**src/rtl/apb4_master_pkg.sv**
```systemverilog
// apb4_master_pkg
//   Shared types for the APB4 command master: the FSM state encoding, the
//   request record held for the duration of one APB transfer, and the
//   default protection attribute.
//   Configuration macro used by the master: APB4_CMD_MASTER_TIMEOUT_EN.
package apb4_master_pkg;

  // Default data path widths; the request record is sized from these, so the
  // master's ADDR_WIDTH/DATA_WIDTH parameters default to the same values.
  localparam int APB4_ADDR_WIDTH = 32;
  localparam int APB4_DATA_WIDTH = 32;
  localparam int APB4_STRB_WIDTH = APB4_DATA_WIDTH / 8;

  localparam logic [2:0] APB4_PROT_DEFAULT = 3'b000;

  typedef enum logic [1:0] {
    IDLE   = 2'd0,
    SETUP  = 2'd1,
    ACCESS = 2'd2,
    RESP   = 2'd3
  } apb4_mst_state_e;

  typedef struct packed {
    logic [APB4_ADDR_WIDTH-1:0] addr;
    logic                       write;
    logic [APB4_DATA_WIDTH-1:0] wdata;
    logic [APB4_STRB_WIDTH-1:0] strb;
    logic [2:0]                 prot;
  } apb4_mst_req_t;

endpackage

```
**src/rtl/apb4_cmd_master.sv**
```systemverilog
// apb4_cmd_master
//   Bridges a valid/ready command stream onto an APB4 master port, one
//   transfer at a time: command accepted in IDLE, one SETUP cycle, ACCESS
//   until pready_i, then the response is held in RESP until consumed.
//   All APB request outputs are driven straight from registers.
//
//   Ports:
//     clk_i, rst_n_i              clock, asynchronous active-low reset
//     cmd_valid_i / cmd_ready_o   command handshake
//     cmd_write_i, cmd_addr_i,
//     cmd_wdata_i, cmd_strb_i,
//     cmd_prot_i                  command payload
//     rsp_valid_o / rsp_ready_i   response handshake
//     rsp_rdata_o, rsp_err_o      response payload (rdata is 0 for writes)
//     paddr_o .. pstrb_o          APB4 request
//     pready_i, prdata_i,
//     pslverr_i                   APB4 completion
//
//   Configuration macro APB4_CMD_MASTER_TIMEOUT_EN: when defined, an ACCESS
//   phase that sees TIMEOUT_CYC cycles of pready_i=0 is aborted and answered
//   with rsp_err_o=1 and rsp_rdata_o=0. When undefined, ACCESS waits forever.
module apb4_cmd_master
  import apb4_master_pkg::*;
#(
  parameter int ADDR_WIDTH  = APB4_ADDR_WIDTH,
  parameter int DATA_WIDTH  = APB4_DATA_WIDTH,
  parameter int TIMEOUT_CYC = 64
) (
  input  logic                    clk_i,
  input  logic                    rst_n_i,
  input  logic                    cmd_valid_i,
  output logic                    cmd_ready_o,
  input  logic                    cmd_write_i,
  input  logic [ADDR_WIDTH-1:0]   cmd_addr_i,
  input  logic [DATA_WIDTH-1:0]   cmd_wdata_i,
  input  logic [DATA_WIDTH/8-1:0] cmd_strb_i,
  input  logic [2:0]              cmd_prot_i,
  output logic                    rsp_valid_o,
  input  logic                    rsp_ready_i,
  output logic [DATA_WIDTH-1:0]   rsp_rdata_o,
  output logic                    rsp_err_o,
  output logic [ADDR_WIDTH-1:0]   paddr_o,
  output logic [2:0]              pprot_o,
  output logic                    psel_o,
  output logic                    penable_o,
  output logic                    pwrite_o,
  output logic [DATA_WIDTH-1:0]   pwdata_o,
  output logic [DATA_WIDTH/8-1:0] pstrb_o,
  input  logic                    pready_i,
  input  logic [DATA_WIDTH-1:0]   prdata_i,
  input  logic                    pslverr_i
);

  apb4_mst_state_e state_q, state_d;
  apb4_mst_req_t   req_q, req_d;
  logic            psel_q, psel_d;
  logic            penable_q, penable_d;
  logic [DATA_WIDTH-1:0] rdata_q, rdata_d;
  logic            err_q, err_d;

`ifdef APB4_CMD_MASTER_TIMEOUT_EN
  localparam int CNT_W = $clog2(TIMEOUT_CYC + 1);
  logic [CNT_W-1:0] cnt_q, cnt_d;
`else
  // The timeout depth only matters when the abort counter is built.
  logic unused_timeout_cyc;
  assign unused_timeout_cyc = ^TIMEOUT_CYC;
`endif

  // Next-state logic: every register holds by default, and each state only
  // touches what it owns. Reads zero pwdata/pstrb at latch time so the APB
  // request never carries stale write payload on a read.
  always_comb begin
    state_d   = state_q;
    req_d     = req_q;
    psel_d    = psel_q;
    penable_d = penable_q;
    rdata_d   = rdata_q;
    err_d     = err_q;
`ifdef APB4_CMD_MASTER_TIMEOUT_EN
    cnt_d     = cnt_q;
`endif
    unique case (state_q)
      IDLE: begin
        if (cmd_valid_i) begin
          req_d.addr  = cmd_addr_i;
          req_d.write = cmd_write_i;
          req_d.wdata = cmd_write_i ? cmd_wdata_i : '0;
          req_d.strb  = cmd_write_i ? cmd_strb_i : '0;
          req_d.prot  = cmd_prot_i;
          psel_d      = 1'b1;
          penable_d   = 1'b0;
          state_d     = SETUP;
        end
      end
      SETUP: begin
        penable_d = 1'b1;
        state_d   = ACCESS;
`ifdef APB4_CMD_MASTER_TIMEOUT_EN
        cnt_d     = '0;
`endif
      end
      ACCESS: begin
        // pready_i is checked first so a completion on the expiry cycle wins.
        if (pready_i) begin
          rdata_d   = req_q.write ? '0 : prdata_i;
          err_d     = pslverr_i;
          psel_d    = 1'b0;
          penable_d = 1'b0;
          state_d   = RESP;
        end
`ifdef APB4_CMD_MASTER_TIMEOUT_EN
        else begin
          cnt_d = cnt_q + 1'b1;
          if (cnt_d == CNT_W'(TIMEOUT_CYC)) begin
            rdata_d   = '0;
            err_d     = 1'b1;
            psel_d    = 1'b0;
            penable_d = 1'b0;
            state_d   = RESP;
          end
        end
`endif
      end
      RESP: begin
        if (rsp_ready_i) begin
          state_d = IDLE;
        end
      end
      default: state_d = IDLE;
    endcase
  end

  // State and request registers; reset drops any transfer in flight.
  always_ff @(posedge clk_i or negedge rst_n_i) begin
    if (!rst_n_i) begin
      state_q   <= IDLE;
      req_q     <= '{addr: '0, write: 1'b0, wdata: '0, strb: '0,
                     prot: APB4_PROT_DEFAULT};
      psel_q    <= 1'b0;
      penable_q <= 1'b0;
      rdata_q   <= '0;
      err_q     <= 1'b0;
`ifdef APB4_CMD_MASTER_TIMEOUT_EN
      cnt_q     <= '0;
`endif
    end else begin
      state_q   <= state_d;
      req_q     <= req_d;
      psel_q    <= psel_d;
      penable_q <= penable_d;
      rdata_q   <= rdata_d;
      err_q     <= err_d;
`ifdef APB4_CMD_MASTER_TIMEOUT_EN
      cnt_q     <= cnt_d;
`endif
    end
  end

  assign cmd_ready_o = (state_q == IDLE);
  assign rsp_valid_o = (state_q == RESP);
  assign rsp_rdata_o = rdata_q;
  assign rsp_err_o   = err_q;
  assign paddr_o     = req_q.addr;
  assign pprot_o     = req_q.prot;
  assign pwrite_o    = req_q.write;
  assign pwdata_o    = req_q.wdata;
  assign pstrb_o     = req_q.strb;
  assign psel_o      = psel_q;
  assign penable_o   = penable_q;

endmodule

```
**config.mk**
```make
export PLATFORM = sky130hd
export DESIGN_NAME = apb4_cmd_master
export DESIGN_NICKNAME = d
export VERILOG_FILES = /design/src/rtl/apb4_master_pkg.sv /design/src/rtl/apb4_cmd_master.sv
export SDC_FILE = /design/constraint.sdc
export NUM_CORES = 1
export LEC_CHECK = 0
export CAP_MARGIN = 20
export CORE_MARGIN = 5
export CORE_UTILIZATION = 40
export CTS_CLUSTER_DIAMETER = 150
export DETAILED_ROUTE_END_ITERATION = 6
export GPL_TIMING_DRIVEN = 0
export PLACE_DENSITY = 0.8
export REMOVE_ABC_BUFFERS = 1
export SYNTH_ARGS = -nofsm -noshare
export SYNTH_HDL_FRONTEND = slang
export SYNTH_SLANG_ARGS = --single-unit
```
**constraint.sdc**
```tcl
create_clock -name clk_i -period 2.02 [get_ports clk_i]
set_input_delay 0.404 -clock clk_i [delete_from_list [all_inputs] [get_ports clk_i]]
set_output_delay 0.404 -clock clk_i [all_outputs]
set_load 0.01 [all_outputs]
```
==> flow_metrics.env, run 1 <==
export IMPL_run_status="completed"
export IMPL_layout_common_cells="clkdlybuf4s50_1 (215), dfrtp_1 (108), nand2_1 (105)"
export IMPL_yosys_register_bits=109
export IMPL_portBuffers=218
export IMPL_p_sw_mw=3.309
export IMPL_yosysWarnings=0
export IMPL_drv_cap=0
export IMPL_synthCells=401
export IMPL_hold_viol_final=0
export IMPL_timing_final_crit_share_pct=94.95
export IMPL_area_growth_pct=58.44
export IMPL_core_area_um2=10790
export IMPL_startpoint_type="register"
export IMPL_start_util_pct=40.70
export IMPL_clk_pin_slew_worst_paths_ns=0.11
export IMPL_leakage_nw=2.990
export IMPL_required_ns=1.62
export IMPL_p_seq_share_pct=38.8
export IMPL_worst_pin_slew_ns=0.7711
export IMPL_fp_dieArea_um2=13180
export IMPL_grt_pass1_wl_um=18810
export IMPL_cts_sinks=109
export IMPL_p_per_area_nw_per_um2=1392
export IMPL_syn_area_um2=4393
export IMPL_post_place_ws_ns=-0.04645
export IMPL_min_path_type="primary input to async pin"
export IMPL_track_usage_pct=18.18
export IMPL_critPathMaxStageDelay_ns=0.56
export IMPL_ff_latch_area_um2=2731
export IMPL_fin_nets=726
export IMPL_rsz0062_at_grt="false"
export IMPL_pwr_share_comb_pct=47.9
export IMPL_rows=38
export IMPL_clock_latency_ns=0.37
export IMPL_final_area_um2=6960
export IMPL_n_antenna_cell=0
export IMPL_pwr_share_clk_pct=13.3
export IMPL_routed_wl_um=11990
export IMPL_routedWlPerCell_um=15.88
export IMPL_critPathTopFamily="buffers and inverters"
export IMPL_fp_dieW_um=114.8
export IMPL_fmaxAchievable_mhz=521.4
export IMPL_ys_seq_area_share_pct=62.09
export IMPL_setup_worst_path_class="register to primary output"
export IMPL_gp_congestion=0.7862
export IMPL_end_kind="primary output"
export IMPL_grt_pass1_vias=3642
export IMPL_cts_buffer_depth=2
export IMPL_fp_dieH_um=114.8
export IMPL_slew_violations=0
export IMPL_postRouteAntennaNets=0
export IMPL_hold_ws_ns=0.02825
export IMPL_crit_chain="ha_1 -> clkdlybuf4s50_1"
export IMPL_multi_input_area_um2=1567
export IMPL_crit_slowest_cell="clkdlybuf4s50_1"
export IMPL_avgSynthCellArea_um2=10.96
export IMPL_cts_root_buffer="clkbuf_8"
export IMPL_design_power_total_mw=9.691
export IMPL_setup_viol=0
export IMPL_layout_commonest_cell="clkdlybuf4s50_1"
export IMPL_dp_hpwl_um=9101
export IMPL_tritoncts="done"
export IMPL_worst_ep_arrival_time_ns=1.51
export IMPL_n_fill_cell=841
export IMPL_slew_headroom_pct=48.43
export IMPL_placed_cell_area_um2=6746
export IMPL_critPathMaxFanout=3
export IMPL_antenna_found_initial=0
export IMPL_layout_min_cycle_time_ns=1.918
export IMPL_drt_first_pass_iters=4
export IMPL_grt_max_degree=88
export IMPL_internal_power_mw=6.381
export IMPL_max_vdd_ir_drop_mv=0.7109
export IMPL_vias=3566
export IMPL_io_pins=219
export IMPL_viasPerCell=4.723
export IMPL_drive_gt1_share_pct=4.715
export IMPL_h_tree_depth=3
export IMPL_layout_setup_ws_ns=0.1020
export IMPL_switching_share_pct=34.15
export IMPL_drt_iter0_markers=183
export IMPL_synth_cell_type_count=19
export IMPL_cp_num_buf_inv=1
export IMPL_skew_ns=0.01670
export IMPL_overflow=0
export IMPL_cts_buffers=9
export IMPL_post_route_drc_count=0
[cell usage after synthesis (all sizes together)]
library cell,number,area share [%]
mux2i,1,0.23
buf,15,1.7
clkbuf,10,0.85
mux2,39,10
o21ai,68,7.7
nor3,2,0.34
inv,2,0.17
o22ai,1,0.14
ha,6,1.7
nor2,1,0.085
nand2b,32,4.6
nand2,107,9.2
dfrtp,109,62
nor2b,6,0.85
a211oi,2,0.34
[worst reg2reg max path: stages, from the launching register on]
cell and delay [ns]:
dfrtp_1 0.42, buf_4 0.15, ha_1 0.21, nand2_2 0.26, buf_12 0.26, mux2_1 0.38
[final timing paths]
path | cells past startpoint | slack, ns | end | startpoint
hold / removal | 1 | 0.03 | paddr_o[0]$_DFFE_PN0P_ | rst_n_i
setup reg to reg | 5 | 0.23 | rsp_err_o$_DFFE_PN0P_ | state_q[1]$_DFFE_PN0P_
hold reg to reg | 2 | 0.49 | pwdata_o[17]$_DFFE_PN0P_ | pwdata_o[17]$_DFFE_PN0P_
setup / recovery | 2 | 0.10 | rsp_valid_o | state_q[1]$_DFFE_PN0P_
max in group asynchronous | 2 | 1.27 | state_q[0]$_DFFE_PN0P_ | rst_n_i
min in group clk_i | 2 | 0.49 | pwdata_o[17]$_DFFE_PN0P_ | pwdata_o[17]$_DFFE_PN0P_
[layout make-up]
class	count	area share [%]
Sequential cell	109	39.24
Tap cell	140	2.517
Clock buffer	11	2.175
Multi-Input combinational cell	265	22.51
Inverter	2	0.1079
Timing Repair Buffer	223	32.86
Clock inverter	5	0.5932
[metal layers]
| metal | track usage, % | routed length (µm) | share of wire [%] | vias up |
|---|---|---|---|---|
| met5 | 0 | 0 | 0 | - |
| met3 | 6.263 | 1216 | 10 | 15 |
| li1 | - | - | - | 1731 |
| met1 | 21.88 | 4615 | 38 | 1681 |
| met2 | 30.77 | 5955 | 50 | 139 |
| met4 | 5.869 | 200 | 1.7 | 0 |
[stage by stage]
step,setup TNS [ns],utilization (%),instances
global route,0,64.49,755
detailed placement,-0.9194,62.51,738
CTS,0,64.49,755
global placement,-463.32,61.51,734
finish,0,64.49,755
floorplan,-19.60,-,376
[power by group through the flow]
stage / clock (mW) / sequential, mW / combinational [mW]
floorplan: 0 / 4.21 / 1.42
global placement: 0 / 3.76 / 4.49
detailed placement: 0 / 3.82 / 4.68
CTS: 1.34 / 3.78 / 4.72
global route: 1.45 / 3.90 / 5.04
finish: 1.29 / 3.76 / 4.64
[logic make-up (layout without fill, tap and decap cells)]
family	after synthesis	count (layout)	share of synthesized area, %
AND/OR/NAND/NOR	148	148	15.04
flip-flops	109	109	62.09
AO/OA/AOI/OAI	71	71	8.231
multiplexers	40	40	10.22
buffers and inverters	27	241	2.706
adder cells (fa/ha/maj)	6	6	1.709
[what timing repair did]
| action | in CTS | in global routing |
|---|---|---|
| hold buffers | 0 | 0 |
| gates resized for setup | 8 | 0 |
| endpoints found under the setup margin | 2 | 0 |
| setup buffers | 1 | 0 |
[sequential cells by signal (all words and copies together), names as in the netlist, 2 cells and up]
signal	flops
rsp_rdata_o	32
pwdata_o	32
paddr_o	32
state_q	2
pstrb_o	4
pprot_o	3
No activity file was read; power rests on OpenSTA's default activity.
==> run 2: changes to the inputs <==
--- a/config.mk
+++ b/config.mk
@@ -6,13 +6,13 @@
 export NUM_CORES = 1
 export LEC_CHECK = 0
 export CAP_MARGIN = 20
-export CORE_MARGIN = 5
 export CORE_UTILIZATION = 40
 export CTS_CLUSTER_DIAMETER = 150
 export DETAILED_ROUTE_END_ITERATION = 6
 export GPL_TIMING_DRIVEN = 0
 export PLACE_DENSITY = 0.8
 export REMOVE_ABC_BUFFERS = 1
+export SLEW_MARGIN = 10
 export SYNTH_ARGS = -nofsm -noshare
 export SYNTH_HDL_FRONTEND = slang
 export SYNTH_SLANG_ARGS = --single-unit
==> run 2 against run 1 <==
Final cell count shrank 0.53%. Fmax shrank 0.94%. Power grew 0.57%. Design area grew 0.32%. Critical path type unchanged. Highest routed layer unchanged.
==> flow_metrics.env, run 2 (synthesized netlist as in run 1, its figures left out) <==
export IMPL_run_status="completed"
export IMPL_grt_pass1_vias=3545
export IMPL_gp_congestion=0.7712
export IMPL_cts_buffer_depth=2
export IMPL_routed_wl_um=11520
export IMPL_antenna_found_initial=0
export IMPL_crit_chain="ha_1 -> clkdlybuf4s50_1"
export IMPL_fp_dieArea_um2=11410
export IMPL_post_route_drc_count=0
export IMPL_clock_latency_ns=0.35
export IMPL_final_area_um2=6983
export IMPL_grt_max_degree=86
export IMPL_rows=37
export IMPL_p_sw_mw=3.243
export IMPL_cts_sinks=109
export IMPL_cts_root_buffer="clkbuf_8"
export IMPL_timing_final_crit_share_pct=95.85
export IMPL_drive_gt1_share_pct=4.553
export IMPL_layout_min_cycle_time_ns=1.936
export IMPL_startpoint_type="register"
export IMPL_h_tree_depth=3
export IMPL_fp_dieW_um=106.8
export IMPL_multi_input_area_um2=1567
export IMPL_area_growth_pct=58.96
export IMPL_setup_worst_path_class="register to primary output"
export IMPL_ff_latch_area_um2=2733
export IMPL_fp_dieH_um=106.8
export IMPL_layout_common_cells="clkdlybuf4s50_1 (216), dfrtp_1 (107), nand2_1 (105)"
export IMPL_slew_violations=0
export IMPL_critPathMaxStageDelay_ns=0.57
export IMPL_core_area_um2=10460
export IMPL_tritoncts="done"
export IMPL_leakage_nw=2.990
export IMPL_end_kind="primary output"
export IMPL_rsz0062_at_grt="false"
export IMPL_n_antenna_cell=0
export IMPL_clk_pin_slew_worst_paths_ns=0.10
export IMPL_drv_cap=0
export IMPL_internal_power_mw=6.503
export IMPL_p_seq_share_pct=38.4
export IMPL_slew_headroom_pct=61.07
export IMPL_track_usage_pct=20.62
export IMPL_vias=3558
export IMPL_drt_first_pass_iters=4
export IMPL_postRouteAntennaNets=0
export IMPL_skew_ns=0.01248
export IMPL_dp_hpwl_um=8578
export IMPL_crit_slowest_cell="clkdlybuf4s50_1"
export IMPL_critPathMaxFanout=5
export IMPL_pwr_share_clk_pct=13.6
export IMPL_worst_ep_arrival_time_ns=1.53
export IMPL_portBuffers=218
export IMPL_p_per_area_nw_per_um2=1396
export IMPL_fin_cells=751
export IMPL_max_vdd_ir_drop_mv=0.6429
export IMPL_layout_commonest_cell="clkdlybuf4s50_1"
export IMPL_min_path_type="primary input to async pin"
export IMPL_routedWlPerCell_um=15.33
export IMPL_hold_viol_final=0
export IMPL_io_pins=219
export IMPL_design_power_total_mw=9.746
export IMPL_viasPerCell=4.738
export IMPL_pwr_share_comb_pct=48.0
export IMPL_setup_viol=0
export IMPL_worst_pin_slew_ns=0.5822
export IMPL_n_fill_cell=846
export IMPL_cts_buffers=9
export IMPL_fin_nets=727
export IMPL_required_ns=1.62
export IMPL_switching_share_pct=33.27
export IMPL_post_route_util_pct=66.74
export IMPL_dp_cells=734
export IMPL_placed_cell_area_um2=6745
export IMPL_start_util_pct=41.99
export IMPL_drt_iter0_markers=187
export IMPL_overflow=0
export IMPL_fmaxAchievable_mhz=516.5
export IMPL_grt_pass1_wl_um=18220
run 2: timing repair:
action,CTS,global route
cloned,0,0
hold buffers,1,0
buffers inserted,0,1
hold endpoints to repair,26,0
endpoints found under the setup margin,2,2
resized for setup,7,1
run 2: path summary, 6_finish.rpt:
path / end / from / slack (ns) / cells past startpoint
worst max-delay path: rsp_valid_o / state_q[1]$_DFFE_PN0P_ / 0.08 / 2
max in group asynchronous: pwrite_o$_DFFE_PN0P_ / rst_n_i / 0.81 / 3
worst min register to register: rsp_rdata_o[25]$_DFFE_PN0P_ / rsp_rdata_o[25]$_DFFE_PN0P_ / 0.49 / 2
worst min-delay path: pstrb_o[3]$_DFFE_PN0P_ / rst_n_i / 0.47 / 2
min in group clk_i: rsp_rdata_o[25]$_DFFE_PN0P_ / rsp_rdata_o[25]$_DFFE_PN0P_ / 0.49 / 2
worst max register to register: paddr_o[8]$_DFFE_PN0P_ / state_q[1]$_DFFE_PN0P_ / 0.24 / 5
run 2: stage by stage:
| stage | TNS [ns] | hold slack, ns | worst slack [ns] |
|---|---|---|---|
| after floorplan | -19.60 | 0.1084 | -0.3805 |
| after global placement | -460.76 | 0.4657 | -3.493 |
| after detailed placement | -1.690 | 0.2773 | -0.09374 |
| after CTS | 0 | 0.4531 | 0.02070 |
| after global routing | 0 | 0.4791 | 0.007660 |
| final | 0 | 0.4738 | 0.08393 |
run 2: area by class of cell:
cell class / count / area share (%)
well taps: 136 / 2.437
clock buffers: 12 / 2.222
multi-input cells: 265 / 22.43
flip-flops and latches: 109 / 39.13
inverters: 2 / 0.1075
repair buffers: 224 / 33.02
clock inverters: 3 / 0.6450
run 2: critical path: cells and delay by family, from the launching register on:
family,cells,cell delay [ns]
buf+inv,1,0.57
flops,1,0.42
fa+ha+maj,1,0.19
run 2: power by group through the flow:
stage | clock [mW] | sequential [mW] | combinational [mW]
after global routing | 1.45 | 3.87 | 5.08
final | 1.32 | 3.74 | 4.68
after global placement | 0 | 3.76 | 4.45
after CTS | 1.38 | 3.79 | 4.68
after detailed placement | 0 | 3.82 | 4.64
after floorplan | 0 | 4.21 | 1.42
run 2: per-layer routing:
metal / vias up / wire, µm / track usage, %
li1: 1726 / - / -
met1: 1661 / 4501 / 23.29
met2: 154 / 5729 / 36.36
met3: 17 / 1044 / 6.687
met4: 0 / 238 / 7.339
met5: - / 0 / 0
==> RTL change: new RTL, flow settings as in run 2 <==
Change the package constant `APB4_DATA_WIDTH` from 32 to 48.
--- a/src/rtl/apb4_master_pkg.sv
+++ b/src/rtl/apb4_master_pkg.sv
@@ -8,7 +8,7 @@
   // Default data path widths; the request record is sized from these, so the
   // master's ADDR_WIDTH/DATA_WIDTH parameters default to the same values.
   localparam int APB4_ADDR_WIDTH = 32;
-  localparam int APB4_DATA_WIDTH = 32;
+  localparam int APB4_DATA_WIDTH = 48;
   localparam int APB4_STRB_WIDTH = APB4_DATA_WIDTH / 8;
 
   localparam logic [2:0] APB4_PROT_DEFAULT = 3'b000;
Interface: changed (6 resized); port bits go from 219 to 287. No check against the original RTL was run, so the function may have changed too.
==> RTL change against run 2 <==
- power grew 42%
- routed wire length grew 38%
- register-to-register slack lost 0.06 ns
- die area grew 30%
- fmax grew 2.0%
- worst setup slack gained 0.038 ns
- final cell count grew 35%
- synthesized area grew 31%
- combinational power grew 29%
- sequential cell count grew 34
- design area grew 34%
- worst hold slack lost 0.46 ns
- critical path depth shrank 1
- critical path type unchanged
- critical endpoint is now pwrite_o
- largest power group unchanged
==> RTL change: results (changes against run 2) <==
Run status
Outcome: finished clean (unchanged).

Clock network
The number of buffers created by CTS is 17 (was 9). The number of post-CTS setup repair buffers is 2 (was 0). The clock transition at the register clock pins on the worst setup and hold paths after CTS came to 0.05 ns (was 0.10 ns). The maximum level of the CTS H-tree is 4 (was 3). The clock tree buffer depth came to 2 (unchanged). The clock insertion delay at the later pin of the skew report is 0.42 ns (was 0.35 ns). The post-cts gate resize count came to 10 (was 7). The cell at the root of the clock tree is clkbuf_16 (was clkbuf_8).

Yosys
Cell types occupying the most area after synthesis: dfrtp_1, nand2_1, o21ai_0 (was dfrtp_1, mux2_1, nand2_1). The part of the Yosys area used for sequential elements is 62.1% (about the same). Most numerous cell types in the synthesized netlist: nand2_1, dfrtp_1, o21ai_0 (was dfrtp_1, nand2_1, o21ai_1). The async set or reset register ratio after synthesis is 100% (unchanged).

The number of warnings reported in the yosys synthesis log is 0 (unchanged). The average size of a mapped cell is 10.5 um2 (was 11.0 um2).

Critical path
The data arrival time at the worst-slack endpoint is 1.49 ns (was 1.53 ns). The worst-case register-to-register setup slack was 0.18 ns (was 0.24 ns). The capture point of the critical path is pwrite_o (was rsp_valid_o). The dominant delay contributor by cell family on the critical path is buffers and inverters (unchanged). The worst setup path startpoint is pwrite_o (was state_q[1]). The capture point of the worst reg-to-reg path is paddr_o[20] (was paddr_o[8]).

The slowest cell on the critical path is clkdlybuf4s50_1 (unchanged). The maximum net fanout on the critical path is 14 (was 5).

Timing
The remaining max-slew budget at the tightest pin is 54.1% (was 61.1%). The post-route clock skew was 0.00684 ns (was 0.0125 ns).

Global route
The first-pass GRT wire length is 24700 um (was 18200 um). The fraction of met1 tracks used by global routing is 23.5% (was 23.3%). The number of antenna violations at the first check in global routing is 0 (unchanged).

The global-route met3 utilization came to 8.71% (was 6.69%). The maximum number of pins on one net before global-route repair came to 102 (was 86). The number of global-route vias before repair is 4950 (was 3545). The global routing usage on met2 is 38.7% (was 36.4%). The global-route total usage across every layer is 21.9% (was 20.6%).

Pwr
The worst ir drop on vdd was 0.000772 V (was 0.000643 V). The static leakage was 4.06 nW (was 2.99 nW).

Drt
The detailed-route wire length is 15900 um (was 11500 um). The mean number of vias per cell is 4.72 (was 4.74). The first-iteration detailed-routing DRC count is 178 (was 187).

The number of optimization iterations in the first detailed-route pass came to 4 (unchanged).

Placement
The placed cell area came to 8780 um2 (was 6750 um2). The total placed cells including tap cells is 981 (was 734). The estimated wirelength of the detail-placed design came to 11300 um (was 8580 um). The number of input and output port buffers inserted came to 286 (was 218). The weighted congestion at the end of routability-driven global placement was 0.789 (was 0.771).

Final layout
The number of non-filler instances in the completed layout is 1014 (was 751). The fraction of final layout cells sized beyond drive strength 1 is 9.71% (was 4.55%). The number of nets in the final layout is 973 (was 727).
-- RTL change: cell families after synthesis --
kind of cell,Yosys count,share of synthesized area [%]
fa+ha+maj,6,1.30
buf+inv,38,2.80
compound gates,105,9.23
simple gates,216,16.7
flops,143,62.1
mux,40,7.80
-- RTL change: cell type report --
| type | instances | area (um2) |
|---|---|---|
| inverters | 2 | 7.51 |
| well taps | 180 | 225 |
| clock inverters | 7 | 62.6 |
| multi-input cells | 367 | 2060 |
| repair buffers | 292 | 2960 |
| clock buffers | 23 | 478 |
| flip-flops and latches | 143 | 3580 |
| fillers | 1067 | 4610 |
-- RTL change: layer usage --
layer,routed length [um],vias up
met2,8410,179
met5,0,-
met4,280,0
met1,6020,2255
met3,1210,25
li1,-,2330
-- RTL change: metrics by stage --
step | setup TNS, ns | setup WS [ns] | utilization (%)
2_1_floorplan | -61.90 | -0.544 | -
3_3_place_gp | -862.79 | -4.93 | 62.1
3_5_place_dp | -6.86 | -0.274 | 62.7
4_1_cts | 0 | 0.0110 | 66.9
5_1_grt | 0 | 0.0461 | 67.0
6_report | 0 | 0.122 | 67.0
-- RTL change: where the power goes --
group          switching, W  internal (W)  leakage (nW)
combinational       0.00261       0.00346          2.00
sequential         0.000734       0.00417          1.80
clock               0.00111       0.00176         0.268
-- RTL change: worst min-delay path by stage --
stage	from	endpoint	slack, ns	depth (start not counted)
3_3_place_gp	pwdata_o[11]	pwdata_o[11]	0.46	2
4_1_cts	rst_n_i	pwdata_o[11]	0.02	1
3_5_place_dp	pwdata_o[8]	pwdata_o[8]	0.47	2
6_report	rst_n_i	paddr_o[17]	0.009	1
5_1_grt	rst_n_i	paddr_o[17]	0.06	1
2_1_floorplan	rst_n_i	paddr_o[0]	0.11	0
